[src/rtl/cpu_pkg.sv]
// Shared definitions for the 10-bit CPU: opcodes, bus-source and ALU encodings,
// sequencer states and opcode classification.
package cpu_pkg;

  localparam logic [3:0] OP_LOAD = 4'b0000;
  localparam logic [3:0] OP_MOVI = 4'b0001;
  localparam logic [3:0] OP_MOV  = 4'b0010;
  localparam logic [3:0] OP_ADD  = 4'b0011;
  localparam logic [3:0] OP_SUB  = 4'b0100;
  localparam logic [3:0] OP_AND  = 4'b0101;
  localparam logic [3:0] OP_NOT  = 4'b0110;
  localparam logic [3:0] OP_HALT = 4'b1111;

  localparam logic [1:0] IE_ALU = 2'b00;
  localparam logic [1:0] IE_SW  = 2'b01;
  localparam logic [1:0] IE_IMM = 2'b10;

  localparam logic [2:0] ALU_PASS = 3'b000;
  localparam logic [2:0] ALU_ADD  = 3'b001;
  localparam logic [2:0] ALU_SUB  = 3'b010;
  localparam logic [2:0] ALU_AND  = 3'b011;
  localparam logic [2:0] ALU_NOT  = 3'b100;

  typedef enum logic [2:0] {
    ST_FETCH,
    ST_DECODE,
    ST_WAIT_ENTER,
    ST_EXEC_A,
    ST_EXEC_G,
    ST_WB,
    ST_HALT
  } state_e;

  typedef enum logic [2:0] {
    CL_LOAD,
    CL_MOVI,
    CL_MOV,
    CL_ALU,
    CL_HALT,
    CL_NOP
  } op_class_e;

  function automatic op_class_e classify(input logic [3:0] op);
    case (op)
      OP_LOAD:                         return CL_LOAD;
      OP_MOVI:                         return CL_MOVI;
      OP_MOV:                          return CL_MOV;
      OP_ADD, OP_SUB, OP_AND, OP_NOT:  return CL_ALU;
      OP_HALT:                         return CL_HALT;
      default:                         return CL_NOP;
    endcase
  endfunction

  function automatic logic [2:0] alu_op_of(input logic [3:0] op);
    case (op)
      OP_ADD:  return ALU_ADD;
      OP_SUB:  return ALU_SUB;
      OP_AND:  return ALU_AND;
      OP_NOT:  return ALU_NOT;
      default: return ALU_PASS;
    endcase
  endfunction

endpackage

[src/rtl/control_unit.sv]
// Multi-cycle sequencer: latches one instruction per handshake and steps it through
// fetch/decode/execute/writeback, driving datapath strobes Moore-style from state and IR.
module control_unit
  import cpu_pkg::*;
#(
  parameter int unsigned NREG = 4
) (
  input  logic            clk,
  input  logic            rst_n,
  input  logic [9:0]      instr,
  input  logic            instr_valid,
  output logic            instr_ready,
  input  logic            enter,
  output logic [1:0]      IE_EN,
  output logic [3:0]      inst_out,
  output logic [NREG-1:0] rf_we,
  output logic [1:0]      rf_rd_sel,
  output logic            a_we,
  output logic            g_we,
  output logic [2:0]      alu_op,
  output logic            done,
  output logic            halted
);

  state_e      state;
  state_e      state_nxt;
  logic [9:0]  ir;
  logic        halted_q;
  logic [3:0]  opcode;
  logic [1:0]  rx;
  logic [1:0]  ry;
  op_class_e   op_class;

  assign opcode   = ir[9:6];
  assign rx       = ir[5:4];
  assign ry       = ir[3:2];
  assign op_class = classify(opcode);

  always_ff @(posedge clk or negedge rst_n) begin
    if (!rst_n) begin
      state    <= ST_FETCH;
      ir       <= '0;
      halted_q <= 1'b0;
    end else begin
      state <= state_nxt;
      if (state == ST_FETCH && instr_valid)
        ir <= instr;
      if (state == ST_DECODE && op_class == CL_HALT)
        halted_q <= 1'b1;
    end
  end

  always_comb begin
    state_nxt = state;
    case (state)
      ST_FETCH:
        if (instr_valid) state_nxt = ST_DECODE;
      ST_DECODE:
        case (op_class)
          CL_LOAD: state_nxt = ST_WAIT_ENTER;
          CL_MOVI: state_nxt = ST_WB;
          CL_MOV:  state_nxt = ST_EXEC_G;
          CL_ALU:  state_nxt = ST_EXEC_A;
          CL_HALT: state_nxt = ST_HALT;
          default: state_nxt = ST_FETCH;
        endcase
      ST_WAIT_ENTER:
        if (enter) state_nxt = ST_WB;
      ST_EXEC_A: state_nxt = ST_EXEC_G;
      ST_EXEC_G: state_nxt = ST_WB;
      ST_WB:     state_nxt = ST_FETCH;
      ST_HALT:   state_nxt = ST_HALT;
      default:   state_nxt = ST_FETCH;
    endcase
  end

  always_comb begin
    instr_ready = 1'b0;
    IE_EN       = IE_ALU;
    rf_we       = '0;
    rf_rd_sel   = '0;
    a_we        = 1'b0;
    g_we        = 1'b0;
    alu_op      = ALU_PASS;
    done        = 1'b0;
    case (state)
      ST_FETCH: instr_ready = 1'b1;
      ST_DECODE:
        done = (op_class == CL_NOP) || (op_class == CL_HALT);
      ST_WAIT_ENTER: IE_EN = IE_SW;
      ST_EXEC_A: begin
        rf_rd_sel = rx;
        a_we      = 1'b1;
      end
      ST_EXEC_G: begin
        // NOT is unary: the operand already in A came from Rx, so read Rx again.
        rf_rd_sel = (opcode == OP_NOT) ? rx : ry;
        alu_op    = alu_op_of(opcode);
        g_we      = 1'b1;
      end
      ST_WB: begin
        rf_we = NREG'(1) << rx;
        done  = 1'b1;
        case (op_class)
          CL_MOVI: IE_EN = IE_IMM;
          CL_LOAD: IE_EN = IE_SW;
          default: IE_EN = IE_ALU;
        endcase
      end
      default: ;
    endcase
  end

  assign inst_out = ir[3:0];
  assign halted   = halted_q;

endmodule

[config.mk]
export PLATFORM = sky130hd
export DESIGN_NAME = control_unit
export DESIGN_NICKNAME = d
export VERILOG_FILES = /design/src/rtl/cpu_pkg.sv /design/src/rtl/control_unit.sv
export SDC_FILE = /design/constraint.sdc
export NUM_CORES = 1
export LEC_CHECK = 0
export CAP_MARGIN = 20
export CORE_MARGIN = 1.5
export CORE_UTILIZATION = 48
export CTS_BUF_LIST = sky130_fd_sc_hd__clkbuf_4
export CTS_CLUSTER_SIZE = 8
export DETAILED_ROUTE_END_ITERATION = 16
export MAX_ROUTING_LAYER = met4
export PLACE_DENSITY = 0.89
export RECOVER_POWER = 25
export SLEW_MARGIN = 20
export SYNTH_ARGS = -nofsm -noshare
export SYNTH_HDL_FRONTEND = slang
export SYNTH_SLANG_ARGS = --single-unit
[constraint.sdc]
create_clock -name clk -period 4.34 [get_ports clk]
set_input_delay 0.434 -clock clk [delete_from_list [all_inputs] [get_ports clk]]
set_output_delay 0.434 -clock clk [all_outputs]
set_load 0.01 [all_outputs]
; ---- After elaboration in Yosys (flattened, before gate mapping)
; Memories as Yosys holds them, arrays and structs flattened.
; Index checks and enable logic that the tools add are counted.
[word_totals]
reg_bits = 14
latch_bits = 0
mem_bits_rw = 0
rom_bits = 48
inputBits = 14
n_memories = 1
[classes]
n_addsub = 0
mul = 0
n_div = 0
order_cmp = 0
n_eq_ne = 17
shifts = 1
n_mux = 15
bitwise_logic = 0
n_reduce_logical = 6
[mem_list]
columns = memory, depth, width, rd, rd_clocked_by_memory_dff, wr, line_no
row1 = (name not given), 16, 3, 1, 0, 0, cpu_pkg.sv:44  ; case (op)
[op_table]
columns = op, count
row1 = 3-bit case mux with 6 select lines, 1
row2 = "3-bit equality test, second input constant", 5
row3 = 3-bit case mux with 5 select lines, 1
row4 = "3-bit by 2-bit equality test with 1-bit output, second input constant", 4
row5 = "4-bit by 3-bit equality test with 1-bit output, second input constant", 3
row6 = 2-bit case mux with 2 select lines, 3
row7 = 3-bit case mux with 4 select lines, 1
row8 = 3-bit 2-to-1 mux, 3
row9 = "3-bit by 1-bit equality test with 1-bit output, second input constant", 2
row10 = 3-bit logical NOT, 2
row11 = "4-bit by 2-bit equality test with 1-bit output, second input constant", 1
row12 = 4-bit 2-to-1 mux, 1
row13 = "2-bit inequality test, second input constant", 2
row14 = "1-bit by 2-bit left shift with 4-bit output, first input constant", 1
row15 = 1-bit 2-to-1 mux, 3
row16 = 1-bit logical AND, 2
row17 = 2-bit 2-to-1 mux, 1
row18 = 1-bit case mux with 2 select lines, 1
row19 = 2-bit AND reduction, 1
row20 = 1-bit logical OR, 1

; ---- Logic depth before layout (Yosys ltp)
; Gate-level depths: netlist of the first run.
; An unclocked memory read counts as a cell.
[depth]
depth_word = 4
ltp_mapped = 6

; ---- Worst setup path after synthesis of the first run
; No wires, ideal clock.
[synth_path]
path_type = reg-to-output
from = register state[1]
to = output IE_EN[0]
t_arrival_ns = 1.293
slack_ns = 2.613
stages_incl_launch_ff = 6
n_path_buf = 1
cell_sequence = dfrtp_1 buf_2 nor2b_4 nand2_2 or4_4 o22ai_2
[synth_between]
elab_chain_len = 2
word_cells_on_any_way = 3
classes_between = 2 x eq/ne / 1 x mux
[synth_rtl]
columns = element, line_no
row1 = start: declaration, control_unit.sv:25  ; state_e state;
row2 = start signal: assignment, control_unit.sv:45  ; state <= state_nxt;
row3 = 3-bit equality test / 3-bit by 2-bit equality test with 1-bit output (equally long branches), control_unit.sv:86  ; case (state)
row4 = 2-bit case mux with 2 select lines (*), control_unit.sv:86
row5 = end: declaration, control_unit.sv:14  ; output logic [1:0] IE_EN,
; Mark *: on every way between the ends. The rest lies on a longest branch, timed or not.

; ---- Final worst setup path of the first run
[layout_path]
from = register state[1]
to = output rf_rd_sel[0]
[layout_between]
elab_chain_len = 2
word_cells_on_any_way = 3
classes_between = 2 x eq/ne / 1 x mux
[layout_rtl]
columns = element, line_no
row1 = 3-bit equality test / 3-bit by 2-bit equality test with 1-bit output (equally long branches), control_unit.sv:86
row2 = 2-bit case mux with 2 select lines (*), control_unit.sv:86
row3 = end: declaration, control_unit.sv:17  ; output logic [1:0] rf_rd_sel,
; Marked as above.

==> flow_metrics.py, run 1 <==
metrics = {
    "run_status": {
        "status": "completed",
    },
    "flow_run": {
        "drv_cap": 0,
    },
    "global_routing": {
        "grt_antenna_before_repair": 0,
        "grt-ovfl-total": 0,
        "grtUsageTotal_pct": 20.7,
        "grt_pass1_vias": 695,
        "grt_max_degree": 15,
        "grt_pass1_wl_um": 3010,
    },
    "detailed_routing": {
        "routed_via_density": 5.46,
        "routedWlPerCell_um": 13.5,
        "first_pass_iters": 4,
        "route.detailed.drc": 0,
        "drt-initial-drc-count": 9,
        "postRouteAntennaNets": 0,
        "dr_total_vias": 765,
        "finalWirelength_um": 1900,
    },
    "layout": {
        "fillers": 147,
        "syn_to_final_growth_pct": 34.7,
        "nNetsFinal": 130,
        "antenna_cells": 0,
        "final_cells": 140,
        "drive_gt1_share_pct": 12.2,
    },
    "power_and_ir_drop": {
        "power.total_uw": 771,
        "peakVddDrop_v": 0.000329,
        "p_leak_uw": 0.000474,
        "p_per_area_nw_per_um2": 643,
    },
    "setup_path": {
        "cp.required_ns": 3.91,
        "crit_fanout": 9,
        "worst_setup_path_end_kind": "primary output",
        "crit_buf_inv": 1,
        "critPathArrivalTime_ns": 2.23,
        "worst_path_largest_cell_delay_ns": 0.54,
        "path_class": "reg -> out",
        "startpoint_type": "flop",
        "crit_chain": "nor2_1, nand2_2, o41ai_2, a22o_1, clkdlybuf4s50_1",
        "slowest_stage": "clkdlybuf4s50_1",
        "crit_family": "compound AO/OA/AOI/OAI gates",
    },
    "floorplanning": {
        "std_cell_rows": 15,
        "dieArea_um2": 2120,
        "die_h_um": 46.1,
        "ios": 34,
        "core-area_um2": 1730,
        "chipWidth_um": 46.1,
        "initial_core_util_pct": 51.6,
    },
    "clock_tree": {
        "post_cts_buffers": 0,
        "cts_tree": "done",
        "cts-htree-levels": 1,
        "clock_latency_ns": 0.27,
        "clock_path_buffers": 2,
        "cts.reportedPaths.clkPinSlew_ns": 0.09,
        "root_buffer": "clkbuf_4",
        "cts_made_buffers": 3,
        "clock_sinks": 14,
        "ctsHoldBuffers": 0,
        "cts-resized-gates": 0,
    },
    "logic_synthesis": {
        "synth_area_um2": 891,
        "ys_dominant_reg_cell": "dfrtp_1",
        "yosysWarningCount": 0,
        "synth-async-reset-ratio_pct": 100,
        "synth_seq_area_share_pct": 39.3,
        "synth_edf_count": 0,
        "netlist_instances": 90,
        "synth.net_count": 104,
        "avgSynthCellArea_um2": 9.90,
        "synth.distinct_cells": 39,
        "ys_ff_latch": 14,
    },
    "worst_hold_path": {
        "hold_path.class": "reg -> reg",
    },
    "placed_design": {
        "place_congestion": 0.761,
        "place_ws_ns": 2.00,
        "io_buffers": 33,
        "dpl.hpwl_um": 1400,
        "dp_cells": 136,
    },
    "timing": {
        "finalSetupTns_ns": 0,
        "rsz0062_at_grt": "false",
        "fin_ws_ns": 1.68,
        "fmax_mhz": 376,
        "finalCriticalPeriod_ns": 2.66,
        "min_period_over_period_pct": 61.4,
        "fin_worst_skew_ns": 0.000500,
        "relSlewSlack_pct": 57.3,
        "hold_viol": 0,
        "hold_slack_ns": 0.468,
        "worstMarginPinSlew_ns": 0.638,
        "maxSlewViolCount": 0,
        "setup_violations": 0,
    },
}
## placed cells by master (no fill, tap or decap), types with 2 or more instances in the layout
master           count
a22o_1               2
clkbuf_4             3
clkdlybuf4s50_1     32
dfrtp_1             14
inv_1                5
mux2_1               6
mux2_2               2
nand2_1              4
nand2_2              2
nand3_1              3
nor2_1               6
nor3b_1              2
nor4_1               3
o21ai_1              3
o31ai_1              2
xnor2_1              3
## registers in the layout, summed over array words and instances, names as in the netlist
| register | flops |
|---|---|
| halted | 1 |
| ir | 10 |
| state | 3 |
## worst register-to-register path, stage by stage, from the launching register on
cell and delay (ns):
dfrtp_1 0.51, nor3_2 0.25, and2_4 0.26, mux2_2 0.35
## final timing paths
check | to | slack (ns) | depth (start not counted) | from
setup / recovery | rf_rd_sel[0] | 1.68 | 5 | state[1]
hold / removal | halted | 0.47 | 2 | halted
setup reg to reg | ir[0] | 2.86 | 3 | state[1]
hold reg to reg | halted | 0.47 | 2 | halted
max in group asynchronous | ir[9] | 3.32 | 1 | rst_n
min in group asynchronous | ir[0] | 0.61 | 1 | rst_n
## layer usage
metal	up-vias	track usage [%]	part of all wire (%)
met5	-	-	0
met4	0	10.9	0.58
met3	2	3.92	3.6
met2	20	31.7	53
met1	377	25.7	43
li1	366	-	-
## final cells by class
class / instances / area (µm²) / area share [%]
Multi-Input combinational cell: 58 / 439 / 36.6
Sequential cell: 14 / 350 / 29.2
Timing Repair Buffer: 33 / 330 / 27.5
Tap cell: 25 / 31.3 / 2.61
Clock buffer: 3 / 22.5 / 1.88
Inverter: 6 / 22.5 / 1.88
Clock inverter: 1 / 3.75 / 0.313
## synthesized netlist by cell type, types with 2 or more instances
cell     count  area, µm²
nand3_1      3       15.0
nor3b_1      2       15.0
o31ai_1      2       15.0
buf_4        5       37.5
o21ai_1      3       15.0
xnor2_1      3       26.3
nor4_1       3       18.8
mux2_2       2       22.5
inv_1        5       18.8
nand2_2      2       12.5
a22o_1       2       17.5
nor2_1       6       22.5
buf_2        5       25.0
dfrtp_1     14        350
nand2_1      4       15.0
mux2_1       6       67.6
## power breakdown
| part | internal (µW) | switching [µW] |
|---|---|---|
| Sequential | 193 | 118 |
| Clock | 33.3 | 42.3 |
| Combinational | 225 | 159 |
## metrics by stage
| stage | utilization [%] | area, µm² |
|---|---|---|
| floorplan | - | 891 |
| global placement | 68.0 | 1170 |
| detailed placement | 68.0 | 1170 |
| CTS | 69.5 | 1200 |
| global route | 69.5 | 1200 |
| finish | 69.5 | 1200 |
## logic make-up (layout without fill, tap and decap cells)
kind of cell,count (synthesis),in the layout,share of synthesized area [%]
simple gates,30,30,20.5
buf+inv,18,43,11.4
compound gates,16,16,14.6
flops,14,14,39.3
mux,8,8,10.1
xor+xnor,3,3,2.95
fa+ha+maj,1,1,1.12
(Power assumes the default switching activity.)
==> run 2: changes to the inputs <==
CORE_UTILIZATION = 45   (was 48)
PLACE_DENSITY = 0.85   (was 0.89)
clock period = 2.6 ns   (was 4.34 ns; I/O delays follow)
==> run 2 against run 1 <==
Net effect: sequential power is 66% higher; final cell count is 0.71% lower; power is 66% higher; non-clock buffer count stayed put; combinational power is 67% higher; largest power group unchanged.
==> flow_metrics.py, run 2 (synthesis results as in run 1) <==
metrics = {
    "run_status": {
        "status": "completed",
    },
    "setup_path": {
        "cp.required_ns": 2.34,
        "startpoint_type": "flop",
        "worst_setup_path_end_kind": "primary output",
        "critPathArrivalTime_ns": 2.22,
        "path_class": "reg -> out",
        "crit_fanout": 9,
    },
    "power_and_ir_drop": {
        "p_clk_share_pct": 9.6,
        "p_leak_uw": 0.000472,
        "power.total_uw": 1280,
        "p_switching_uw": 528,
        "p_per_area_nw_per_um2": 1070,
        "p_seq_share_pct": 40.3,
        "power_frac_comb_pct": 50.1,
        "peakVddDrop_v": 0.000641,
        "p_sw_share_pct": 41.2,
        "internal_power_uw": 752,
    },
    "global_routing": {
        "grt_antenna_before_repair": 0,
        "grt_pass1_wl_um": 2660,
        "grt-ovfl-total": 0,
        "grtUsageTotal_pct": 17.4,
        "grt_max_degree": 15,
        "grt_pass1_vias": 647,
    },
    "timing": {
        "fmax_mhz": 403,
        "fin_worst_skew_ns": 0.00180,
        "hold_viol": 0,
        "min_period_over_period_pct": 95.3,
        "relSlewSlack_pct": 56.7,
        "rsz0062_at_grt": "false",
        "finalCriticalPeriod_ns": 2.48,
        "finalSetupTns_ns": 0,
        "setup_violations": 0,
        "maxSlewViolCount": 0,
        "worstMarginPinSlew_ns": 0.647,
    },
    "detailed_routing": {
        "first_pass_iters": 4,
        "finalWirelength_um": 1900,
        "routed_via_density": 5.45,
        "dr_total_vias": 758,
        "postRouteAntennaNets": 0,
        "routedWlPerCell_um": 13.7,
        "drt-initial-drc-count": 13,
        "route.detailed.drc": 0,
    },
    "layout": {
        "multi_input_area_um2": 439,
        "syn_to_final_growth_pct": 34.3,
        "regArea_um2": 350,
        "antenna_cells": 0,
        "final_cell_mix": "clkdlybuf4s50_1 (32), dfrtp_1 (14), nor2_1 (6), mux2_1 (6), inv_1 (5)",
        "largest_register_ffs": 10,
        "layout_commonest_cell": "clkdlybuf4s50_1",
        "fillers": 154,
        "top_register": "ir",
        "nNetsFinal": 130,
        "fin_area_um2": 1200,
        "drive_gt1_share_pct": 12.3,
    },
    "clock_tree": {
        "root_buffer": "clkbuf_4",
        "cts-htree-levels": 1,
        "cts_made_buffers": 3,
        "clock_sinks": 14,
        "cts_tree": "done",
        "clock_path_buffers": 2,
        "post_cts_buffers": 0,
        "cts.reportedPaths.clkPinSlew_ns": 0.08,
        "clock_latency_ns": 0.28,
        "cts-resized-gates": 0,
        "ctsHoldBuffers": 0,
    },
    "flow_run": {
        "drv_cap": 0,
    },
    "floorplanning": {
        "dieArea_um2": 2260,
        "chipWidth_um": 47.5,
        "core-area_um2": 1780,
        "ios": 34,
        "std_cell_rows": 15,
        "die_h_um": 47.5,
        "initial_core_util_pct": 50.0,
    },
    "worst_hold_path": {
        "hold_path.class": "in -> async",
    },
    "placed_design": {
        "placed_area_um2": 1170,
        "place_congestion": 0.882,
        "dpl.hpwl_um": 1450,
        "io_buffers": 33,
    },
}
[run 2: changes by cell type in the layout (fill, tap and decap cells not counted)]
cell / before / now
clkinv_1: 1 / 0
[run 2: stage by stage]
step | std cells | utilization (%) | setup WS, ns | hold WS (ns)
6_report | 139 | 67.1 | 0.121 | 0.443
5_1_grt | 139 | 67.1 | 0.0210 | 0.492
4_1_cts | 139 | 67.1 | 0.116 | 0.393
3_5_place_dp | 136 | 65.8 | 0.437 | 0.480
3_3_place_gp | 136 | 65.8 | 0.467 | 0.455
2_1_floorplan | 90 | - | 1.05 | -0.0356
[run 2: per-layer routing]
layer  vias to the layer above  GRT usage [%]  share of wire (%)
met5                         -              -                  0
met4                         0           8.33                1.2
met3                         4           2.26                3.9
li1                        364              -                  -
met1                       368           21.2                 45
met2                        22           28.1                 50
[run 2: final timing paths]
kind / start / endpoint / slack [ns] / depth (start not counted)
max reg2reg: state[2] / ir[1] / 1.12 / 3
min in group clk: halted / halted / 0.49 / 2
max in group asynchronous: rst_n / ir[1] / 1.75 / 1
max: state[0] / IE_EN[0] / 0.12 / 5
min: rst_n / ir[0] / 0.44 / 1
min reg2reg: halted / halted / 0.49 / 2
[run 2: power by group through the flow]
stage	Sequential [µW]	Combinational, µW	Clock [µW]
after floorplan	381	588	0
after global placement	510	634	0
after detailed placement	520	647	0
after CTS	516	651	125
after global routing	541	695	135
final	515	642	123
[run 2: area by class of cell]
type | instances | share of cell area [%]
Multi-Input combinational cell | 58 | 36.7
Sequential cell | 14 | 29.3
Timing Repair Buffer | 33 | 27.6
Tap cell | 25 | 2.62
Clock buffer | 3 | 1.88
Inverter | 6 | 1.88
[run 2: worst max-delay path, stage by stage (launching register included)]
cell,delay [ns]
dfrtp_1,0.48
nor2b_4,0.20
nand2_2,0.08
or4_4,0.45
o22ai_2,0.17
clkdlybuf4s50_1,0.56
==> patch 1, RTL diff (settings of run 2) <==
`NREG`: 4 -> 3.
--- a/src/rtl/control_unit.sv
+++ b/src/rtl/control_unit.sv
@@ -5,3 +5,3 @@
 #(
-  parameter int unsigned NREG = 4
+  parameter int unsigned NREG = 3
 ) (
Ports: changed (resized rf_we); port bits go from 34 to 33. No check against the original RTL was run, so the function may have changed too.
==> patch 1 against run 2 <==
Power is 9.4% higher. Via count is 1.5% lower. Setup slack better by 0.011 ns. Synthesized area increased by 0.42%. Register-to-register slack got worse by 0.21 ns. Sequential power increased by 5.0%. Synthesized cell count is 3.3% lower. Design area shrank 1.3%. First-iteration DRC count down 31%. Routed wire length is 1.9% higher. Sequential cell count unchanged. Largest cell class unchanged. Largest power group unchanged.
==> patch 1: results <==
<?xml version="1.0" encoding="UTF-8"?>
<metrics>
  <group name="synthesis">
    <metric name="synth_fp_nets" unit="">101</metric>
    <metric name="seq_area_frac_synth" unit="%">39.2</metric>
    <metric name="synth.lib_cells_used.distinct" unit="">40</metric>
    <metric name="synth.area.top_cells" unit="">sky130_fd_sc_hd__dfrtp_1 39%, sky130_fd_sc_hd__mux2_1 10%, sky130_fd_sc_hd__buf_4 4.2%</metric>
    <metric name="synth.top_cells.by_count" unit="">14 x sky130_fd_sc_hd__dfrtp_1, 8 x sky130_fd_sc_hd__mux2_1, 8 x sky130_fd_sc_hd__nor2_1, 5 x sky130_fd_sc_hd__buf_4, 4 x sky130_fd_sc_hd__buf_2</metric>
  </group>
  <group name="finish">
    <metric name="seqAreaFraction" unit="%">29.7</metric>
    <metric name="finalNetCount" unit="">126</metric>
    <metric name="multi_input_area_share" unit="%">37.7</metric>
    <metric name="num-nonclk-buffers" unit="">32</metric>
    <metric name="inverters_non_clock" unit="">2</metric>
    <metric name="multiInputCombCellCount" unit="">59</metric>
    <metric name="final_layout_size_suffix_gt1_share" unit="%">9.91</metric>
    <metric name="fillerInstances" unit="">149</metric>
  </group>
  <group name="global_routing">
    <metric name="via_count_of_the_first_global_routing_pass" unit="">695</metric>
    <metric name="wire_length_of_the_first_global_routing_pass" unit="µm">3020</metric>
  </group>
  <group name="drt">
    <metric name="post_drt_wl_per_cell" unit="µm">14.2</metric>
  </group>
  <group name="placement">
    <metric name="place.gp.congestion" unit="">0.855</metric>
    <metric name="count_of_buffers_inserted_at_the_top_level_ports" unit="">32</metric>
    <metric name="hpwl" unit="µm">1470</metric>
    <metric name="detailed_place.area" unit="mm²">0.00115</metric>
  </group>
  <group name="power">
    <metric name="power.ir.vdd_worst" unit="V">0.000633</metric>
    <metric name="pwr-share-clk" unit="%">8.9</metric>
    <metric name="power_frac_seq" unit="%">38.7</metric>
  </group>
  <group name="outcome">
    <metric name="outcome" unit="">finished clean</metric>
  </group>
  <group name="sta">
    <metric name="worst_clock_skew" unit="ns">0.00542</metric>
  </group>
</metrics>
[patch 1: cells by family (layout without fill, tap and decap cells)]
| kind of cell | count (synthesis) | count (layout) | synth area share, % |
|---|---|---|---|
| and+or+nand+nor | 31 | 31 | 21.4 |
| AOI/OAI and AO/OA | 15 | 15 | 13.0 |
| DFF | 14 | 14 | 39.2 |
| xor gates and xnor gates | 3 | 3 | 2.94 |
| buffers and inverters | 14 | 38 | 11.0 |
| muxes | 9 | 9 | 11.3 |
| adders and majority gates | 1 | 1 | 1.12 |
[patch 1: per-stage QoR]
step,cells,worst slack (ns),utilization [%]
floorplan,87,1.07,-
global placement,132,0.499,64.1
detailed placement,132,0.437,64.1
CTS,136,0.122,65.6
global route,136,0.00572,65.6
finish,136,0.132,65.6
[patch 1: layer usage]
layer  global-route usage (%)  share of wire [%]
met2                     29.7                 48
met4                     8.65               0.62
met3                     4.15                3.3
met1                     26.1                 48
met5                        -                  0
[patch 1: worst paths after layout]
path | start | endpoint | slack (ns) | cells past startpoint
setup / recovery | state[0]$_DFFE_PN0P_ | IE_EN[0] | 0.13 | 5
hold / removal | rst_n | ir[1]$_DFFE_PN0P_ | 0.45 | 1
setup reg to reg | state[1]$_DFFE_PN0P_ | ir[0]$_DFFE_PN0P_ | 0.91 | 3
hold reg to reg | halted$_DFFE_PN0P_ | halted$_DFFE_PN0P_ | 0.49 | 1
max in group asynchronous | rst_n | ir[8]$_DFFE_PN0P_ | 1.72 | 1
min in group clk | halted$_DFFE_PN0P_ | halted$_DFFE_PN0P_ | 0.49 | 1
[patch 1: worst register-to-register path, stage by stage (launching register included)]
cell and delay, ns:
sky130_fd_sc_hd__dfrtp_1 0.50, sky130_fd_sc_hd__nor3_2 0.24, sky130_fd_sc_hd__and2_1 0.46, sky130_fd_sc_hd__mux2_2 0.39
==> patch 2, RTL diff (settings of run 2) <==
Made on the original files. The 7 states of `state_e` get a one-hot encoding in 7 bits.
--- a/src/rtl/cpu_pkg.sv
+++ b/src/rtl/cpu_pkg.sv
@@ -23,10 +23,10 @@
 
-  typedef enum logic [2:0] {
-    ST_FETCH,
-    ST_DECODE,
-    ST_WAIT_ENTER,
-    ST_EXEC_A,
-    ST_EXEC_G,
-    ST_WB,
-    ST_HALT
+  typedef enum logic [6:0] {
+    ST_FETCH      = 7'b0000001,
+    ST_DECODE     = 7'b0000010,
+    ST_WAIT_ENTER = 7'b0000100,
+    ST_EXEC_A     = 7'b0001000,
+    ST_EXEC_G     = 7'b0010000,
+    ST_WB         = 7'b0100000,
+    ST_HALT       = 7'b1000000
   } state_e;
Formal check against the unedited RTL: no difference found for any inputs over 10 cycles, from zero or initial values and one cycle with rst_n low; not proved beyond that.
==> patch 2 against run 2 <==
Worst hold slack improved by 0.039 ns. Synthesized area rose by 23%. Critical path type unchanged. First-iteration DRC count rose by 92%. Sequential power rose by 6.6%. Sequential share of layout area rose by 1.3 points. Clock power rose by 22%. Fmax barely moved. Routed wire length rose by 24%. Design area rose by 24%. Largest power group unchanged. Power rose by 6.8%. Setup slack got worse by 0.00060 ns. Via count rose by 25%. Sequential cell count rose by 4.
==> patch 2: results <==
<?xml version="1.0" encoding="UTF-8"?>
<metrics>
  <group name="drt">
    <metric name="drt_iter0_drc" unit="">25</metric>
    <metric name="post_drt_wl_per_cell" unit="µm">14.0</metric>
  </group>
  <group name="finish">
    <metric name="final_layout_size_suffix_gt1_share" unit="%">17.9</metric>
    <metric name="clock_buf_inv_share" unit="%">2.03</metric>
    <metric name="inverters_non_clock" unit="">7</metric>
    <metric name="non_clock_buffer_area_share" unit="%">24.8</metric>
    <metric name="multi_input_area_share" unit="%">38.5</metric>
    <metric name="n_clock_buffer" unit="">4</metric>
    <metric name="num-nonclk-buffers" unit="">38</metric>
    <metric name="seq_area" unit="µm²">452</metric>
  </group>
  <group name="placement">
    <metric name="dpl_worst_slack" unit="ns">0.229</metric>
    <metric name="numPlacedInstances" unit="">162</metric>
    <metric name="hpwl" unit="µm">1810</metric>
    <metric name="detailed_place.area" unit="mm²">0.00143</metric>
    <metric name="place.gp.congestion" unit="">0.791</metric>
  </group>
  <group name="outcome">
    <metric name="outcome" unit="">finished clean</metric>
  </group>
  <group name="clock_tree">
    <metric name="postCtsResizedCells" unit="">1</metric>
    <metric name="cts.sinks" unit="">18</metric>
  </group>
  <group name="power">
    <metric name="clk-power" unit="µW">150</metric>
    <metric name="pwr_density_cell" unit="mW/mm²">924</metric>
    <metric name="power.internal" unit="µW">856</metric>
    <metric name="pg_comb" unit="µW">668</metric>
  </group>
  <group name="global_routing">
    <metric name="grt_max_degree" unit="">19</metric>
    <metric name="via_count_of_the_first_global_routing_pass" unit="">923</metric>
    <metric name="wire_length_of_the_first_global_routing_pass" unit="µm">4080</metric>
  </group>
  <group name="synthesis">
    <metric name="post_synth_inst_count" unit="">107</metric>
    <metric name="synth.area.top_cells" unit="">sky130_fd_sc_hd__dfrtp_1 39%, sky130_fd_sc_hd__mux2_4 12%, sky130_fd_sc_hd__nor3_1 3.6%</metric>
    <metric name="seq_area_frac_synth" unit="%">41.1</metric>
  </group>
  <group name="sta">
    <metric name="slew_headroom" unit="%">46.5</metric>
    <metric name="worst_clock_skew" unit="ns">0.00224</metric>
  </group>
  <group name="critical_path">
    <metric name="path_max_fanout" unit="">7</metric>
    <metric name="cpPeakStageDelay" unit="ns">0.53</metric>
    <metric name="reg2reg_depth" unit="">4</metric>
  </group>
  <group name="min_path">
    <metric name="hp-class" unit="">register to register</metric>
  </group>
</metrics>
==> patch 2: cell types whose count changed in the layout (fill, tap and decap cells not counted), moves of 3 or more <==
cell / run 2 / this run
sky130_fd_sc_hd__mux2_4: 0 / 9
sky130_fd_sc_hd__mux2_1: 6 / 0
sky130_fd_sc_hd__nor3_1: 1 / 7
sky130_fd_sc_hd__buf_4: 0 / 5
sky130_fd_sc_hd__dfrtp_1: 14 / 17
sky130_fd_sc_hd__nand4b_1: 0 / 3
sky130_fd_sc_hd__nor4b_1: 0 / 3
==> patch 2: path summary, 6_finish.rpt <==
check	slack, ns	from	endpoint
max reg2reg	0.58	state[3]$_DFFE_PN0P_	ir[5]$_DFFE_PN0P_
max in group asynchronous	1.61	rst_n	ir[6]$_DFFE_PN0P_
max	0.12	state[3]$_DFFE_PN0P_	rf_rd_sel[1]
min in group asynchronous	0.50	rst_n	halted$_DFFE_PN0P_
min reg2reg	0.48	halted$_DFFE_PN0P_	halted$_DFFE_PN0P_
min	0.48	halted$_DFFE_PN0P_	halted$_DFFE_PN0P_
==> patch 2: metal layers <==
layer | GRT usage, % | routed length (µm) | vias up
met1 | 25.8 | 979 | 465
met3 | 0.857 | 88 | 2
li1 | - | - | 455
met5 | - | 0 | -
met4 | 7.69 | 24 | 0
met2 | 34.2 | 1260 | 25
==> patch 2: logic make-up (layout without fill, tap and decap cells) <==
| family | count (synthesis) | after routing | share of synthesized area, % |
|---|---|---|---|
| and+or+nand+nor | 43 | 43 | 24.3 |
| AOI/OAI and AO/OA | 17 | 17 | 11.3 |
| xor gates and xnor gates | 3 | 3 | 2.39 |
| DFF | 18 | 18 | 41.1 |
| muxes | 10 | 10 | 13.3 |
| buffers and inverters | 16 | 49 | 7.62 |
